--- src/rtl/cache_tag_ctrl.sv ---
// cache_tag_ctrl
// Tag-lookup controller for a direct-mapped, write-through, no-write-allocate
// cache. The tag RAM is external and synchronous-read. On reset the RAM is
// cleared by a flush sweep before any CPU access is accepted.
//
// Ports
//   clock, reset_n                 clock and asynchronous active-low reset
//   cpu_req/cpu_wr/cpu_addr        CPU request, accepted when cpu_ready
//   cpu_ready                      controller idle and able to accept
//   resp_valid/resp_hit            one-cycle completion pulse and hit flag
//   mem_req/mem_we/mem_ack         backing-memory handshake
//   tag_addr/tag_din/tag_we        tag RAM address, write data, write enable
//   tag_dout                       tag RAM read data (one cycle after address)
//   hit_cnt/miss_cnt               saturating access statistics
//
// state   | meaning
// --------+-----------------------------------------------------------
// FLUSH   | clear every tag RAM entry, index 0 upward
// IDLE    | ready; tag RAM addressed by the incoming CPU index
// COMPARE | tag RAM data valid, hit/miss decided
// FILL    | read miss: fetch line from memory, wait for mem_ack
// UPDATE  | install {valid, tag} at the latched index
// WTHRU   | write: forward to memory, wait for mem_ack
// DONE    | response pulse, statistics update

module cache_tag_ctrl #(
    parameter int AWIDTH = 3,
    parameter int DWIDTH = 14,
    parameter int OWIDTH = 2,
    localparam int TWIDTH = DWIDTH - 1,
    localparam int CWIDTH = TWIDTH + AWIDTH + OWIDTH
) (
    input  logic              clock,
    input  logic              reset_n,
    input  logic              cpu_req,
    input  logic              cpu_wr,
    input  logic [CWIDTH-1:0] cpu_addr,
    output logic              cpu_ready,
    output logic              resp_valid,
    output logic              resp_hit,
    output logic              mem_req,
    output logic              mem_we,
    input  logic              mem_ack,
    output logic [AWIDTH-1:0] tag_addr,
    output logic [DWIDTH-1:0] tag_din,
    output logic              tag_we,
    input  logic [DWIDTH-1:0] tag_dout,
    output logic [15:0]       hit_cnt,
    output logic [15:0]       miss_cnt
);

    typedef enum logic [2:0] {
        S_FLUSH, S_IDLE, S_COMPARE, S_FILL, S_UPDATE, S_WTHRU, S_DONE
    } state_t;

    state_t              r_state;
    state_t              w_state_nxt;
    logic [AWIDTH-1:0]   r_flush_cnt;
    logic                r_armed;
    logic [TWIDTH-1:0]   r_tag;
    logic [AWIDTH-1:0]   r_index;
    logic                r_wr;
    logic                r_hit;
    logic [15:0]         r_hit_cnt;
    logic [15:0]         r_miss_cnt;

    logic [TWIDTH-1:0]   w_cpu_tag;
    logic [AWIDTH-1:0]   w_cpu_index;
    logic                w_hit;
    logic                w_flush_we;
    logic                w_accept;
    logic                w_unused_offset;

    assign w_cpu_tag   = cpu_addr[CWIDTH-1 -: TWIDTH];
    assign w_cpu_index = cpu_addr[OWIDTH +: AWIDTH];
    // Byte offset plays no part in the tag lookup.
    assign w_unused_offset = ^cpu_addr[OWIDTH-1:0];

    assign w_hit    = tag_dout[DWIDTH-1] & (tag_dout[DWIDTH-2:0] == r_tag);
    // The sweep starts one edge after reset release, so tag_we stays low
    // while reset is held even though the state is already FLUSH.
    assign w_flush_we = (r_state == S_FLUSH) & r_armed;
    assign w_accept   = (r_state == S_IDLE) & cpu_req;

    always_ff @(posedge clock or negedge reset_n) begin
        if (!reset_n) begin
            r_state <= S_FLUSH;
        end else begin
            r_state <= w_state_nxt;
        end
    end

    always_comb begin
        w_state_nxt = r_state;
        cpu_ready   = 1'b0;
        resp_valid  = 1'b0;
        resp_hit    = 1'b0;
        mem_req     = 1'b0;
        mem_we      = 1'b0;
        tag_we      = 1'b0;
        tag_addr    = r_index;
        tag_din     = '0;
        case (r_state)
            S_FLUSH: begin
                tag_addr = r_flush_cnt;
                tag_we   = w_flush_we;
                if (w_flush_we && (r_flush_cnt == '1)) w_state_nxt = S_IDLE;
            end
            S_IDLE: begin
                cpu_ready = 1'b1;
                tag_addr  = w_cpu_index;
                if (cpu_req) w_state_nxt = S_COMPARE;
            end
            S_COMPARE: begin
                if (r_wr)       w_state_nxt = S_WTHRU;
                else if (w_hit) w_state_nxt = S_DONE;
                else            w_state_nxt = S_FILL;
            end
            S_FILL: begin
                mem_req = 1'b1;
                if (mem_ack) w_state_nxt = S_UPDATE;
            end
            S_UPDATE: begin
                tag_we      = 1'b1;
                tag_din     = {1'b1, r_tag};
                w_state_nxt = S_DONE;
            end
            S_WTHRU: begin
                mem_req = 1'b1;
                mem_we  = 1'b1;
                if (mem_ack) w_state_nxt = S_DONE;
            end
            S_DONE: begin
                resp_valid  = 1'b1;
                resp_hit    = r_hit;
                w_state_nxt = S_IDLE;
            end
            default: w_state_nxt = S_FLUSH;
        endcase
    end

    always_ff @(posedge clock or negedge reset_n) begin
        if (!reset_n) begin
            r_flush_cnt <= '0;
            r_armed     <= 1'b0;
            r_tag       <= '0;
            r_index     <= '0;
            r_wr        <= 1'b0;
            r_hit       <= 1'b0;
            r_hit_cnt   <= '0;
            r_miss_cnt  <= '0;
        end else begin
            r_armed <= 1'b1;
            // Wraps back to 0 after the last entry, ready for the next flush.
            if (w_flush_we) r_flush_cnt <= r_flush_cnt + 1'b1;
            if (w_accept) begin
                r_tag   <= w_cpu_tag;
                r_index <= w_cpu_index;
                r_wr    <= cpu_wr;
            end
            if (r_state == S_COMPARE) r_hit <= w_hit;
            if (r_state == S_DONE) begin
                if (r_hit) begin
                    if (r_hit_cnt != 16'hFFFF) r_hit_cnt <= r_hit_cnt + 16'd1;
                end else begin
                    if (r_miss_cnt != 16'hFFFF) r_miss_cnt <= r_miss_cnt + 16'd1;
                end
            end
        end
    end

    assign hit_cnt  = r_hit_cnt;
    assign miss_cnt = r_miss_cnt;

endmodule
--- config.mk ---
export PLATFORM = sky130hd
export DESIGN_NAME = cache_tag_ctrl
export DESIGN_NICKNAME = d
export VERILOG_FILES = /design/src/rtl/cache_tag_ctrl.sv
export SDC_FILE = /design/constraint.sdc
export NUM_CORES = 1
export LEC_CHECK = 0
export ABC_AREA = 1
export BUFFER_PORTS_ARGS = -buffer_cell sky130_fd_sc_hd__buf_2
export CORE_ASPECT_RATIO = 0.9
export CORE_UTILIZATION = 30
export CTS_BUF_LIST = sky130_fd_sc_hd__clkbuf_16
export DETAILED_ROUTE_END_ITERATION = 6
export GPL_TIMING_DRIVEN = 0
export PLACE_DENSITY = 0.54
export SKIP_LAST_GASP = 1
export SLEW_MARGIN = 25
export SYNTH_ARGS = -nofsm -noshare
export SYNTH_HDL_FRONTEND = slang
export SYNTH_SLANG_ARGS = --single-unit
--- constraint.sdc ---
create_clock -name clock -period 2.8 [get_ports clock]
set_input_delay 0.28 -clock clock [delete_from_list [all_inputs] [get_ports clock]]
set_output_delay 0.28 -clock clock [all_outputs]
set_load 0.005 [all_outputs]
**Word-level counts from Yosys, hierarchy flattened**

Index checks and enable logic that the tools add are counted.
W data, S select, Z words.

- Bits in registers: 57
- Input port bits: 37
- Output and inout port bits: 55
- Logic and storage cells: 51

- Add/subtract/negate cells: 3
- Equal/unequal tests: 14
- Muxes and demuxes: 15
- Bitwise operators: 4
- Reductions and logical operators: 6

Operators by type and width:

| cell | count |
|---|---|
| $add A16 B1 Y16 const B | 2 |
| $ne A16 B16 Y1 const B | 2 |
| $pmux W3 S7 | 1 |
| $mux W3 | 6 |
| $mux W14 | 1 |
| $eq A13 B13 Y1 | 1 |
| $eq A3 B3 Y1 const B | 4 |
| $eq A3 B2 Y1 const B | 2 |
| $ne A2 B2 Y1 const B | 3 |
| $pmux W3 S2 | 1 |
| $reduce_and A3 Y1 | 2 |
| $mux W1 | 5 |
| $reduce_and A4 Y1 | 1 |
| $add A3 B1 Y3 const B | 1 |
| $and A1 B1 Y1 | 3 |
| $eq A3 B1 Y1 const B | 1 |
| $logic_not A3 Y1 | 1 |
| $ne A2 B1 Y1 const B | 1 |
| $pmux W1 S2 | 1 |
| $reduce_or A2 Y1 | 1 |
| $logic_and A1 B1 Y1 | 1 |
| $not A1 Y1 | 1 |

**Logic depth before layout (Yosys ltp)**

Gate-level depths: netlist (run 1).

- Depth after elaboration: 5
- Mapped depth: 10
- Depth with buffers taken out: 10

**Least setup slack after synthesis (run 1)**

OpenSTA, ideal clock, no wires.

- Kind: reg2reg
- Start point: register r_hit_cnt[0], in the netlist hit_cnt[0]
- End point: register r_hit_cnt[10], in the netlist hit_cnt[10]
- Setup time: 0.119 ns
- Arrival: 1.394 ns
- Required time: 2.681 ns
- Slack: 1.287 ns
- Cell stages (with the launch flop): 10
- Buffers on the path: 1
- Period minus slack after synthesis: 1.513 ns
- Path through: dfrtp_1 ha_1 nand3_1 nor2_1 nand3_1 nand2_4 inv_4 buf_8 nand2_1 o21ai_2

- Cells in the longest elaborated chain, start to end: 2
- Elaborated cells between the ends (all ways): 3
- Classes of those cells: add/sub (1); eq/ne (1); reduce/logical (1)

Ends and longest elaborated chain:

| element | line | RTL |
|---|---|---|
| start, declared | 64 | `logic [15:0] r_hit_cnt;` |
| start signal, assigned | 164 | `if (r_hit_cnt != 16'hFFFF) r_hit_cnt <= r_hit_cnt + 16'd1;` |
| parallel branches: the longest is 2 deep, another holds $add A16 B1 Y16 | -- |  |

Parallel ways; which one is timed is not known.
A chain may end at the register's enable or synchronous reset.

**Final worst setup path (run 1)**

- Start point: register r_state[2]
- End point: output port tag_din[5]

- Cells in the longest elaborated chain, start to end: 2

Ends and longest elaborated chain:

| element | line | RTL |
|---|---|---|
| start, declared | 56 | `state_t r_state;` |
| start signal, assigned | 89 | `r_state <= w_state_nxt;` |
| $eq A3 B3 Y1 | 103 | `case (r_state)` |
| $mux W14 | 103 |  |
| end, declared | 45 | `output logic [DWIDTH-1:0] tag_din,` |

No other way between the ends.

==> flow_metrics.env, run 1 <==
export IMPL_outcome="finished, final reports clean"
export IMPL_place_area_sq_um=4060
export IMPL_r2r_cells=7
export IMPL_netlist_instances=468
export IMPL_cts_buffers=9
export IMPL_synth_top_area_share_pct=42.0
export IMPL_crit_buf_inv=5
export IMPL_nets=611
export IMPL_path_depth=8
export IMPL_setup_viol=0
export IMPL_yosys_area_top_type="dfrtp_1"
export IMPL_die_y_microns=103
export IMPL_coreArea_sq_um=10900
export IMPL_hp_class="in2reg"
export IMPL_cpMaxStageDelayCell="dfrtp_1"
export IMPL_postSynthAreaPerCell_sq_um=7.26
export IMPL_synth_cell_types=34
export IMPL_whs_ns=0.184
export IMPL_ys_seq_area_share_pct=42.0
export IMPL_numPortBuffers=89
export IMPL_grt_pass1_vias=3008
export IMPL_synth_net_count=509
export IMPL_swShare_pct=36.2
export IMPL_fmax_mhz=464
export IMPL_clkPwrFrac_pct=30.3
export IMPL_grt_overflow=0
export IMPL_cp_common_cell="nor2_1"
export IMPL_multi_input_area_sq_um=1630
export IMPL_cp_max_fo=10
export IMPL_comb_power_share_pct=35.5
export IMPL_syn_to_final_growth_pct=28.1
export IMPL_critPathTopFamily="buffers and inverters"
export IMPL_pre_cts_slack_ns=0.980
export IMPL_rows=36
export IMPL_cap_violations=0
export IMPL_die_area_sq_um=11800
export IMPL_clock_sinks=57
export IMPL_num_vias=3231
export IMPL_skew_ns=0.00932
export IMPL_synthAdderAreaFrac_pct=1.47
export IMPL_gp_congestion=0.819
export IMPL_num_fill_cells=1121
export IMPL_grt_max_degree=41
export IMPL_path_class="reg2out"
export IMPL_fin_util_pct=39.8
export IMPL_grtUsageTotal_pct=15.3
export IMPL_crit_chain="inv_2 > nor2_1 > inv_1 > nor2_1 > inv_1 > buf_2 > nor2_1 > buf_2"
export IMPL_synth_seq_cells=57
export IMPL_total_power_mw=3.49
export IMPL_powerDensity_nw_per_um2=802
export IMPL_regArea_sq_um=1430
export IMPL_layout_drive_gt1_share_pct=24.2
export IMPL_netlist_area_sq_um=3400
export IMPL_dr_pass1_iters=4
export IMPL_switchingPower_mw=1.26
export IMPL_final_common_cell="nand2_1"
export IMPL_p_leak_nw=2.33
export IMPL_ant_nets=0
export IMPL_finalSetupTns_ns=0
export IMPL_synth_mux_area_share_pct=2.62
export IMPL_htreeDepth=3
export IMPL_critPathCaptureType="primary output"
export IMPL_drc=0
export IMPL_drv_slew=0
export IMPL_vias_per_cell=4.44
export IMPL_ir_drop_uv=501
export IMPL_hold_depth=2
export IMPL_fin_ws_ns=0.647
export IMPL_period_needed_ns=2.15
export IMPL_clkTransAtPathRegs_ns=0.05
export IMPL_grt_pass1_wl_microns=14100
export IMPL_synth_xor_area_share_pct=4.90
export IMPL_synth_top_family_by_area="simple AND/OR/NAND/NOR gates"
export IMPL_drtIter0Drc=156
export IMPL_dp_cells=710
export IMPL_fp_dieW_microns=114
export IMPL_antenna_cells=0
export IMPL_finalHoldViolations=0
export IMPL_cp_data_arrival_time_ns=1.87
export IMPL_post_drt_wl_per_cell_microns=11.6
export IMPL_synth_compound_area_share_pct=5.08
export IMPL_crit_required_ns=2.52
export IMPL_cts_tree="done"
export IMPL_routed_wl_microns=8420
export IMPL_post_cts_buffers=0
export IMPL_synth_warnings=0
export IMPL_fin_crit_sh_pct=76.9
export IMPL_slowest_delay_ns=0.45
export IMPL_antenna_found_initial=0
export IMPL_final_cell_area_sq_um=4350
export IMPL_final_cells=727
export IMPL_critPathLaunchType="flop"
export IMPL_clockRootBuffer="clkbuf_16"
export IMPL_grt_setup_unrepaired="no"
export IMPL_cts_path_max_buffers=2
export IMPL_p_int_mw=2.23
export IMPL_hpwl_microns=6360
export IMPL_synth_simple_area_share_pct=33.7
export IMPL_clk_latency_ns=0.33
export IMPL_cts_hold_buffers=1
export IMPL_initial_core_util_pct=31.0
export IMPL_ios=92
export IMPL_layout_common_cells="nand2_1, buf_2, inv_1"
export IMPL_cts_resized_gates=0
export IMPL_seq_power_share_pct=34.3
export IMPL_yosys_top_cells_area="dfrtp_1, nand2_1, nor2_1"
[Yosys cell counts]
cell type	count
buf_8	1
mux2_4	3
nand2_4	1
buf_4	1
nor2_1	64
nand3_2	3
nand4_1	7
conb_1	1
ha_1	4
inv_1	62
buf_6	4
nor2_4	2
o21ai_2	3
xor2_1	13
inv_2	3
o21ai_0	4
o21ai_1	10
o22ai_1	1
xnor2_1	6
nor2_2	2
a21oi_1	14
or2_2	1
and2_1	1
buf_2	3
mux2_2	3
nand2_1	151
dfrtp_1	57
nand3b_1	2
nand3_1	19
mux2i_1	1
nor3_1	14
inv_4	2
clkinv_2	1
nand2_2	4
[per-layer routing]
metal	share of wire, %	up-vias	track usage (%)
met5	0	-	0
met4	1.5	0	5.39
li1	-	1643	-
met2	43	92	24.1
met1	50	1481	20.2
met3	5.1	15	4.47
[final cells by class]
cell class | count | area share [%]
plain buffers | 9 | 1.90
repair buffers | 91 | 11.2
multi-input cells | 334 | 37.4
flip-flops and latches | 57 | 32.8
clock buffers | 9 | 5.17
well taps | 152 | 4.37
inverters | 68 | 6.01
clock inverters | 7 | 1.26
[state kept, by name, summed over array words and instances, names as in the netlist]
name,flops
hit_cnt,16
miss_cnt,16
r_tag,13
r_flush_cnt,3
r_index,3
r_state,3
r_armed,1
r_hit,1
r_wr,1
[path summary, 6_finish.rpt]
check / from / endpoint / slack, ns
max in group asynchronous: reset_n / r_state[1] / 1.92
max: r_state[2] / tag_din[5] / 0.65
max reg2reg: hit_cnt[0] / hit_cnt[12] / 1.10
min: cpu_wr / r_wr / 0.18
min reg2reg: r_flush_cnt[0] / r_flush_cnt[0] / 0.50
min in group asynchronous: reset_n / miss_cnt[3] / 0.38
[power by group through the flow]
stage / sequential [mW] / combinational [mW] / clock [mW]
after CTS: 1.20 / 1.25 / 1.10
after global routing: 1.23 / 1.42 / 1.13
after detailed placement: 1.21 / 1.24 / 0
final: 1.20 / 1.24 / 1.06
after global placement: 1.20 / 1.22 / 0
after floorplan: 1.18 / 0.835 / 0
[logic make-up (layout without fill, tap and decap cells)]
kind of cell	count (synthesis)	count (layout)
simple gates	271	271
buf+inv	77	184
flops	57	57
compound gates	32	32
xor+xnor	19	19
mux	7	7
fa+ha+maj	4	4
other cells	1	1
(Power assumes the default switching activity.)
==> run 2, diff against run 1 <==
Settings changed: ABC_AREA 1 to 0.
Clock period 2.8 ns to 2.15 ns, I/O delays scaled along.
==> run 2 against run 1 <==
  * The flow now finishes with violations (negative hold slack)
  * Global-route usage fell by 1.1 points
  * Largest cell class unchanged
  * Sequential share of layout area is 3.3 points higher
  * Critical path depth is 3 lower
==> flow_metrics.env, run 2 <==
export IMPL_vias_per_cell=4.77
export IMPL_clkTransAtPathRegs_ns=0.05
export IMPL_ys_seq_area_share_pct=46.8
export IMPL_syn_to_final_growth_pct=29.8
export IMPL_synth_xor_area_share_pct=12.1
export IMPL_swShare_pct=32.0
export IMPL_initial_core_util_pct=31.2
export IMPL_coreArea_sq_um=9780
export IMPL_htreeDepth=3
export IMPL_powerDensity_nw_per_um2=1010
export IMPL_dr_pass1_iters=4
export IMPL_layout_drive_gt1_share_pct=37.4
export IMPL_comb_power_share_pct=30.8
export IMPL_finalHoldViolations=43
export IMPL_p_leak_nw=1.88
export IMPL_synth_top_family_by_area="simple AND/OR/NAND/NOR gates"
export IMPL_die_y_microns=97.6
export IMPL_yosys_top_cells_area="dfrtp_1, mux2_2, xnor2_1"
export IMPL_num_fill_cells=1005
export IMPL_synthFlopType="dfrtp_1"
export IMPL_p_int_mw=2.73
export IMPL_final_common_cell="buf_2"
export IMPL_antenna_cells=0
export IMPL_synth_mux_area_share_pct=9.81
export IMPL_nets=422
export IMPL_cts_buffers=9
export IMPL_grt_pass1_wl_microns=11800
export IMPL_layout_common_cells="buf_2, dfrtp_1, xnor2_1"
export IMPL_ir_drop_uv=367
export IMPL_cap_violations=0
export IMPL_worst_slew_margin_rel_pct=50.1
export IMPL_synth_net_count=319
export IMPL_postSynthAreaPerCell_sq_um=11.0
export IMPL_clockRootBuffer="clkbuf_16"
export IMPL_clock_sinks=57
export IMPL_yosys_area_top_type="dfrtp_1"
export IMPL_antenna_found_initial=0
export IMPL_synth_edff_count=0
export IMPL_netlist_instances=278
export IMPL_seq_power_share_pct=39.1
export IMPL_worst_pin_slew_ns=0.748
export IMPL_hpwl_microns=5110
export IMPL_clkPwrFrac_pct=30.2
export IMPL_synth_simple_area_share_pct=20.0
export IMPL_critPathCaptureType="primary output"
export IMPL_synth_warnings=0
export IMPL_final_cell_area_sq_um=3960
export IMPL_period_needed_ns=2.02
export IMPL_synth_most_common_cell="dfrtp_1"
export IMPL_grt_pass1_vias=2453
export IMPL_fmax_mhz=496
export IMPL_numPortBuffers=89
export IMPL_cts_tree="done"
export IMPL_synthAdderAreaFrac_pct=1.64
export IMPL_path_class="reg2out"
export IMPL_synth_common_cells="dfrtp_1, xnor2_1, mux2_2"
export IMPL_synth_compound_area_share_pct=7.92
export IMPL_gp_congestion=0.756
export IMPL_synth_top_area_share_pct=46.8
export IMPL_skew_ns=0.00561
export IMPL_grt_overflow=0
export IMPL_die_area_sq_um=10600
export IMPL_grt_max_degree=58
export IMPL_ant_nets=0
export IMPL_clk_latency_ns=0.31
export IMPL_setup_viol=0
export IMPL_grtUsageTotal_pct=14.3
export IMPL_fp_dieW_microns=108
export IMPL_switchingPower_mw=1.28
export IMPL_drtIter0Drc=49
export IMPL_cts_path_max_buffers=2
export IMPL_multi_input_area_sq_um=1600
export IMPL_drv_slew=0
export IMPL_violations="negative hold slack"
export IMPL_routed_wl_microns=7080
export IMPL_hp_class="in2async"
export IMPL_drc=0
export IMPL_regArea_sq_um=1430
export IMPL_cp_data_arrival_time_ns=1.80
export IMPL_synth_seq_cells=57
export IMPL_synth_cell_types=47
export IMPL_place_area_sq_um=3650
export IMPL_num_vias=2440
export IMPL_outcome="complete, but fails checks"
export IMPL_fin_util_pct=40.4
export IMPL_cp_max_fo=10
export IMPL_synthArstFlopShare_pct=100
export IMPL_whs_ns=-0.0328
export IMPL_rows=34
export IMPL_post_drt_wl_per_cell_microns=13.9
export IMPL_critPathLaunchType="flop"
export IMPL_crit_required_ns=1.93
export IMPL_ios=92
export IMPL_fin_crit_sh_pct=93.9
export IMPL_netlist_area_sq_um=3050
[run 2: cells by family after synthesis]
| group | count (synthesis) |
|---|---|
| fa+ha+maj | 4 |
| simple gates | 102 |
| xor+xnor | 42 |
| flops | 57 |
| compound gates | 33 |
| buf+inv | 12 |
| mux | 27 |
| other cells | 1 |
[run 2: worst max-delay path: stages (launching register included)]
cell and delay, ns:
dfrtp_1 0.47, clkbuf_2 0.29, buf_2 0.28, mux2i_1 0.22
a21oi_1 0.09, buf_2 0.14
[run 2: path summary, 6_finish.rpt]
check | startpoint | endpoint | slack [ns] | depth (start not counted)
min in group clock | cpu_addr[7] | r_tag[2] | 0.13 | 2
max in group asynchronous | reset_n | miss_cnt[11] | 1.68 | 1
setup / recovery | r_state[0] | tag_addr[2] | 0.13 | 5
setup reg to reg | miss_cnt[0] | miss_cnt[1] | 0.15 | 5
hold reg to reg | miss_cnt[10] | miss_cnt[10] | 0.48 | 1
hold / removal | reset_n | r_index[1] | -0.03 | 1
[run 2: routing by layer]
metal	track usage, %	wire [microns]
met1	18.4	3410
met2	23.0	3320
met3	4.02	309
met4	4.11	43
met5	0	0
[run 2: power by group through the flow]
stage | combinational (mW) | sequential (mW) | clock [mW]
4_1_cts | 1.24 | 1.57 | 1.25
3_5_place_dp | 1.23 | 1.58 | 0
6_report | 1.23 | 1.57 | 1.21
5_1_grt | 1.38 | 1.62 | 1.31
3_3_place_gp | 1.21 | 1.57 | 0
2_1_floorplan | 0.864 | 1.52 | 0
[run 2: final cells by class]
class	count	area share (%)
flip-flops and latches	57	36.1
clock inverters	6	0.664
repair buffers	92	11.9
multi-input cells	209	40.4
clock buffers	9	5.69
well taps	126	3.99
inverters	2	0.190
plain buffers	10	1.14
[run 2: timing repair]
item,in CTS,in global routing
setup buffers,0,3
setup endpoints to repair,14,24
hold buffers,0,0
pin swaps,0,1
gates resized for setup,3,6
[run 2: stage by stage]
stage / TNS, ns / setup slack (ns) / total power, mW / cells
after floorplan: 0 / 0.348 / 2.38 / 278
after global placement: 0 / 0.0665 / 2.77 / 493
after detailed placement: 0 / 0.0773 / 2.81 / 493
after CTS: 0 / 0.0422 / 4.06 / 508
after global routing: -0.000658 / -0.000658 / 4.30 / 511
final: 0 / 0.132 / 4.01 / 511
